$ cat src/rtl/clk_div_multi.sv
// ---------------------------------------------------------------------------
// clk_div_multi
//
// Multi-channel clock-enable generator. Each of NUM_CH channels produces a
// square wave of period 2*H system-clock cycles, plus a one-cycle tick in
// the cycle the wave rises. H is programmable per channel at runtime. A new
// H is held as "pending" and only becomes active at a full-period boundary
// (the falling toggle), so a running output never shows a short pulse.
//
// Parameters
//   NUM_CH   : number of channels (1..16, limited by the 4-bit div_ch)
//   DIV_W    : width of the half-period divisor and of each channel counter
//   DEF_HALF : half-period loaded at reset (12500 -> 1 kHz from 25 MHz)
//
// Ports
//   clk      : system clock, all state updates on the rising edge
//   rst      : synchronous reset, active-high
//   en       : per-channel run enable (level)
//   sync     : one-cycle strobe, restarts all channels phase-aligned
//   div_wr   : divisor write strobe
//   div_ch   : channel addressed by div_wr (values >= NUM_CH are ignored)
//   div_val  : new half-period H in clk cycles (0 parks the channel)
//   clk_o    : per-channel square wave, registered
//   tick_o   : per-channel one-cycle pulse on the 0->1 edge of clk_o
//   pend_o   : per-channel flag, divisor written but not yet active
// ---------------------------------------------------------------------------
module clk_div_multi #(
  parameter int          NUM_CH   = 4,
  parameter int          DIV_W    = 16,
  parameter int unsigned DEF_HALF = 12500
) (
  input  logic              clk,
  input  logic              rst,
  input  logic [NUM_CH-1:0] en,
  input  logic              sync,
  input  logic              div_wr,
  input  logic [3:0]        div_ch,
  input  logic [DIV_W-1:0]  div_val,
  output logic [NUM_CH-1:0] clk_o,
  output logic [NUM_CH-1:0] tick_o,
  output logic [NUM_CH-1:0] pend_o
);

  // Per-channel run state. A channel runs only while enabled and holding a
  // nonzero active half-period.
  localparam logic [0:0] ST_STOP = 1'b0;
  localparam logic [0:0] ST_RUN  = 1'b1;

  localparam logic [DIV_W-1:0] RST_HALF = DIV_W'(DEF_HALF);
  localparam logic [DIV_W-1:0] ONE      = DIV_W'(1);

  for (genvar c = 0; c < NUM_CH; c++) begin : g_ch

    logic [DIV_W-1:0] cnt_q,   cnt_d;
    logic [DIV_W-1:0] act_h_q, act_h_d;
    logic [DIV_W-1:0] pnd_h_q, pnd_h_d;
    logic             clk_q,   clk_d;
    logic             tick_q,  tick_d;
    logic             pend_q,  pend_d;

    logic [0:0]       state;
    logic             wr_hit;
    logic             at_end;
    logic             apply_now;
    logic [DIV_W-1:0] apply_h;

    assign wr_hit = div_wr && (div_ch == 4'(c));
    assign state  = (en[c] && (act_h_q != '0)) ? ST_RUN : ST_STOP;

    // Only meaningful in RUN, where act_h_q is nonzero.
    assign at_end = (cnt_q == (act_h_q - ONE));

    // A write landing in the same cycle as an apply event takes effect
    // directly instead of becoming pending.
    assign apply_h = wr_hit ? div_val : pnd_h_q;

    always_comb begin
      cnt_d     = cnt_q;
      clk_d     = clk_q;
      tick_d    = 1'b0;
      pend_d    = pend_q;
      act_h_d   = act_h_q;
      pnd_h_d   = pnd_h_q;
      apply_now = 1'b0;

      if (sync) begin
        cnt_d     = '0;
        clk_d     = 1'b0;
        apply_now = 1'b1;
      end else if (state == ST_STOP) begin
        // Stopped channels discard any partial period and pick up a new
        // divisor immediately, since there is no output phase to protect.
        cnt_d     = '0;
        clk_d     = 1'b0;
        apply_now = 1'b1;
      end else if (at_end) begin
        cnt_d     = '0;
        clk_d     = ~clk_q;
        tick_d    = ~clk_q;
        // Falling toggle closes a full period: safe point to switch H.
        apply_now = clk_q;
      end else begin
        cnt_d = cnt_q + ONE;
      end

      if (apply_now) begin
        act_h_d = apply_h;
        pnd_h_d = apply_h;
        pend_d  = 1'b0;
      end else if (wr_hit) begin
        pnd_h_d = div_val;
        pend_d  = 1'b1;
      end
    end

    always_ff @(posedge clk) begin
      if (rst) begin
        cnt_q   <= '0;
        clk_q   <= 1'b0;
        tick_q  <= 1'b0;
        pend_q  <= 1'b0;
        act_h_q <= RST_HALF;
        pnd_h_q <= RST_HALF;
      end else begin
        cnt_q   <= cnt_d;
        clk_q   <= clk_d;
        tick_q  <= tick_d;
        pend_q  <= pend_d;
        act_h_q <= act_h_d;
        pnd_h_q <= pnd_h_d;
      end
    end

    assign clk_o[c]  = clk_q;
    assign tick_o[c] = tick_q;
    assign pend_o[c] = pend_q;

  end : g_ch

endmodule

$ cat config.mk
export PLATFORM = sky130hd
export DESIGN_NAME = clk_div_multi
export DESIGN_NICKNAME = d
export VERILOG_FILES = /design/src/rtl/clk_div_multi.sv
export SDC_FILE = /design/constraint.sdc
export NUM_CORES = 1
export LEC_CHECK = 0
export BUFFER_PORTS_ARGS = -buffer_cell sky130_fd_sc_hd__buf_2
export CAP_MARGIN = 10
export CELL_PAD_IN_SITES_DETAIL_PLACEMENT = 1
export CELL_PAD_IN_SITES_GLOBAL_PLACEMENT = 2
export CORE_ASPECT_RATIO = 0.8
export CORE_UTILIZATION = 42
export CTS_CLUSTER_SIZE = 8
export DETAILED_ROUTE_END_ITERATION = 8
export PLACE_DENSITY_LB_ADDON = 0.1
export RECOVER_POWER = 25
export SLEW_MARGIN = 10
export SYNTH_ARGS = -nofsm -noshare
export SYNTH_HDL_FRONTEND = slang
export SYNTH_SLANG_ARGS = --single-unit
$ cat constraint.sdc
create_clock -name clk -period 7.55 [get_ports clk]
set_input_delay 1.1325 -clock clk [delete_from_list [all_inputs] [get_ports clk]]
set_output_delay 1.1325 -clock clk [all_outputs]
set_load 0.05 [all_outputs]
==> run_results.csv <==
group,metric,value,unit
power_and_ir_drop,switchingPower,0.529,mW
clock_network,htreeDepth,1,
synth,synth_top_family_by_area,"simple AND/OR/NAND/NOR gates",
power_and_ir_drop,p_int,1.83,mW
synth,ys_seq_elements,204,
clock_network,clock_sinks,204,
finish,final_area,11200,um2
clock_network,postCtsSetupBuffers,0,
finish,utilization,47.5,%
clock_network,cts_resized,0,
clock_network,hold_buffers,0,
run_status,status,"finished, final reports clean",
power_and_ir_drop,netSwitchingFraction,22.4,%
finish,drive_gt1_share,12.4,%
finish,fin_nets,1226,
die,dieArea,24800,um2
timing,period_share,46.5,%
routing,drc,0,
timing,worst-slew-pin-transition,1130,ps
clock_network,clockBufferDepth,3,
timing,drv_slew,0,
die,rows,50,
power_and_ir_drop,power.total,2.36,mW
timing,grt_setup_unrepaired,"no",
placement,portBuffers,39,
worst_hold_path,hold_class,"register to register",
global_routing,grt-ovfl-total,0,
power_and_ir_drop,p_per_area,210,nW/um2
synth,synth_xor_xnor_area_share,11.1,%
synth,synth_edf_count,0,
synth,netlist_instances,1179,
critical_path,arrival,3890,ps
die,die_w,176,um
synth,synth-simple-area-share,26.8,%
power_and_ir_drop,leakage,4.00,nW
synth,synth_nets,1215,
timing,final-hold-violation-count,0,
die,core-area,23600,um2
synth,yosys.area_share.adder,0.985,%
clock_network,cts_tree,"built",
die,dieHeight,141,um
synth,yosysWarnings,0,
job,max_cap_viol_count,0,
synth,async_flop_share,0,%
power_and_ir_drop,seqPwrFrac,46.9,%
global_routing,grt_max_degree,67,
clock_network,clk_latency,530,ps
routing,first_pass_iters,4,
finish,final_cells,1501,
timing,finalSetupViolations,0,
placement,placedCellCount,1470,
global_routing,grt_antenna_before_repair,0,
timing,finalClockSkew,7.62,ps
timing,worst_slack,4040,ps
synth,syn_area,10200,um2
finish,syn_to_final_growth,10.3,%
placement,place_congestion,0.821,
critical_path,reg2reg_slack,4040,ps
global_routing,first_global_vias,8363,
routing,drt-total-wl,26300,um
finish,fillers,2764,
power_and_ir_drop,comb_power_share,4.4,%
synth,synth-main-ff-cell,"dfxtp_1",
timing,fin_setup_tns,0,ps
timing,fin_hold_ws,459,ps
routing,post_drt_wl_per_cell,17.5,um
power_and_ir_drop,pwr-share-clk,48.7,%
critical_path,critPathLaunchType,"register",
synth,syn_area_per_cell,8.62,um2
routing,drt_iter0_drc,300,
power_and_ir_drop,ir_drop,0.000138,V
synth,seq_area_frac_synth,40.2,%
placement,place_area,10500,um2
die,boundaryPins,40,
clock_network,path_clk_slew,50,ps
clock_network,ctsRootBufferMaster,"clkbuf_16",
synth,synth.distinct_cells,78,
critical_path,worst_ep_required_time,7930,ps
routing,via_per_inst,5.45,
global_routing,grt_first_pass_wirelength,43600,um
routing,drtAntennaViolNets,0,
synth,synth_compound_area_share,11.2,%
critical_path,critPathCaptureType,"register",
timing,clock.fmax,285,MHz
die,start_util,43.1,%
timing,period_minus_slack,3510,ps
critical_path,critical_path_class,"register to register",
global_routing,grtUsageTotal,21.6,%
placement,post-dp-hpwl,18800,um
synth,synthMuxAreaShare,5.64,%
clock_network,cts_made_buffers,29,
routing,route.vias.total,8173,
critical_path,critPathMaxFanout,16,
finish,diodes,0,
timing,slew_headroom,24.1,%
placement,place_ws,3840,ps
==> state kept, by name, summed over array words and instances, names as in the netlist <==
signal        flops
g_ch.pend_q       4
g_ch.clk_q        4
g_ch.tick_q       4
g_ch.cnt_q       64
g_ch.pnd_h_q     64
g_ch.act_h_q     64
==> power groups by stage <==
stage	combinational [mW]	sequential (mW)	clock (mW)
floorplan	0.0707	1.12	0
global placement	0.102	1.13	0
detailed placement	0.104	1.13	0
CTS	0.104	1.10	1.18
global route	0.115	1.11	1.22
finish	0.104	1.11	1.15
==> cell families after synthesis <==
group	after synthesis
simple gates	543
mux	48
xor+xnor	129
compound gates	161
fa+ha+maj	8
buf+inv	86
flops	204
==> Yosys cell counts (all sizes together), types with 4 or more instances <==
cell    instances  share of area, %
xor2           55               4.7
nand2b          5              0.31
or2            21               1.3
nor3b           4              0.30
a21oi          55               2.7
a211o           5              0.44
nor3           25               1.2
nor4           16               1.2
mux2           44               5.2
or4             9              0.70
nor2          117               4.3
nor4b           6              0.52
dfxtp         204                40
o211ai          5              0.37
and2b           6              0.44
ha              8              0.98
a22o           13               1.1
o31ai           5              0.42
nand3          42               2.1
xnor2          74               6.4
a21o            5              0.37
clkbuf         41               1.5
o21ai          17              0.87
or3             7              0.44
nor2b          18               1.1
a31oi          12              0.89
and2            8              0.49
nand4          19               1.2
o311ai          4              0.34
and3           30               1.8
nand2         172               6.4
nand4b          4              0.34
buf            22               1.7
inv            23              0.85
o22a            6              0.52
nand3b         27               2.0
mux2i           4              0.39
==> cells in the final DEF, fill, tap and decap left out, drive strengths merged, types with 5 or more instances in the layout <==
master,synthesis,routed
nor2b,18,18
and2b,6,6
nand2,172,172
dfxtp,204,204
or3,7,7
or4,9,9
a31oi,12,12
nand4,19,19
o21ai,17,17
xor2,55,55
and2,8,8
a21o,5,5
o211ai,5,5
nor2,117,117
buf,22,35
nand3,42,42
a21oi,55,55
a22o,13,13
o22a,6,6
a211o,5,5
or2,21,21
clkbuf,41,37
and3,30,30
o31ai,5,5
ha,8,8
mux2,44,44
nor4,16,16
xnor2,74,74
inv,23,23
nand3b,27,27
nor4b,6,6
nor3,25,25
nand2b,5,5
==> layout make-up <==
cell class	instances	area, um2	area share [%]
clock buffer	29	726	6.47
clock inverter	1	30.0	0.268
inverter	23	86.3	0.770
multi-input combinational	889	5680	50.6
sequential	204	4080	36.4
tap	312	390	3.48
timing repair buffer	43	221	1.97
==> path summary, 6_finish.rpt <==
| kind | cells past startpoint | startpoint | to |
|---|---|---|---|
| max | 9 | g_ch[3].act_h_q[0] | g_ch[3].cnt_q[6] |
| min | 2 | g_ch[0].pnd_h_q[0] | g_ch[0].pnd_h_q[0] |
| max reg2reg | 9 | g_ch[3].act_h_q[0] | g_ch[3].cnt_q[6] |
| min reg2reg | 2 | g_ch[0].pnd_h_q[0] | g_ch[0].pnd_h_q[0] |
==> worst max-delay path, cell delays in order, from the launching register on <==
cell and delay, ps:
dfxtp_1 320, inv_1 90, ha_1 210, or4b_4 520, nor4_4 350, nand2_1 130
or4_4 520, a2111o_1 510, o21ai_2 580, nor2_1 130
==> per-layer routing <==
layer / track usage (%) / wire length (um) / vias up
li1: - / - / 4074
met1: 31.2 / 13000 / 3937
met2: 33.2 / 11200 / 123
met3: 3.99 / 1490 / 39
met4: 4.81 / 504 / 0
met5: 0 / 0 / -
No activity file was read; power rests on OpenSTA's default activity.
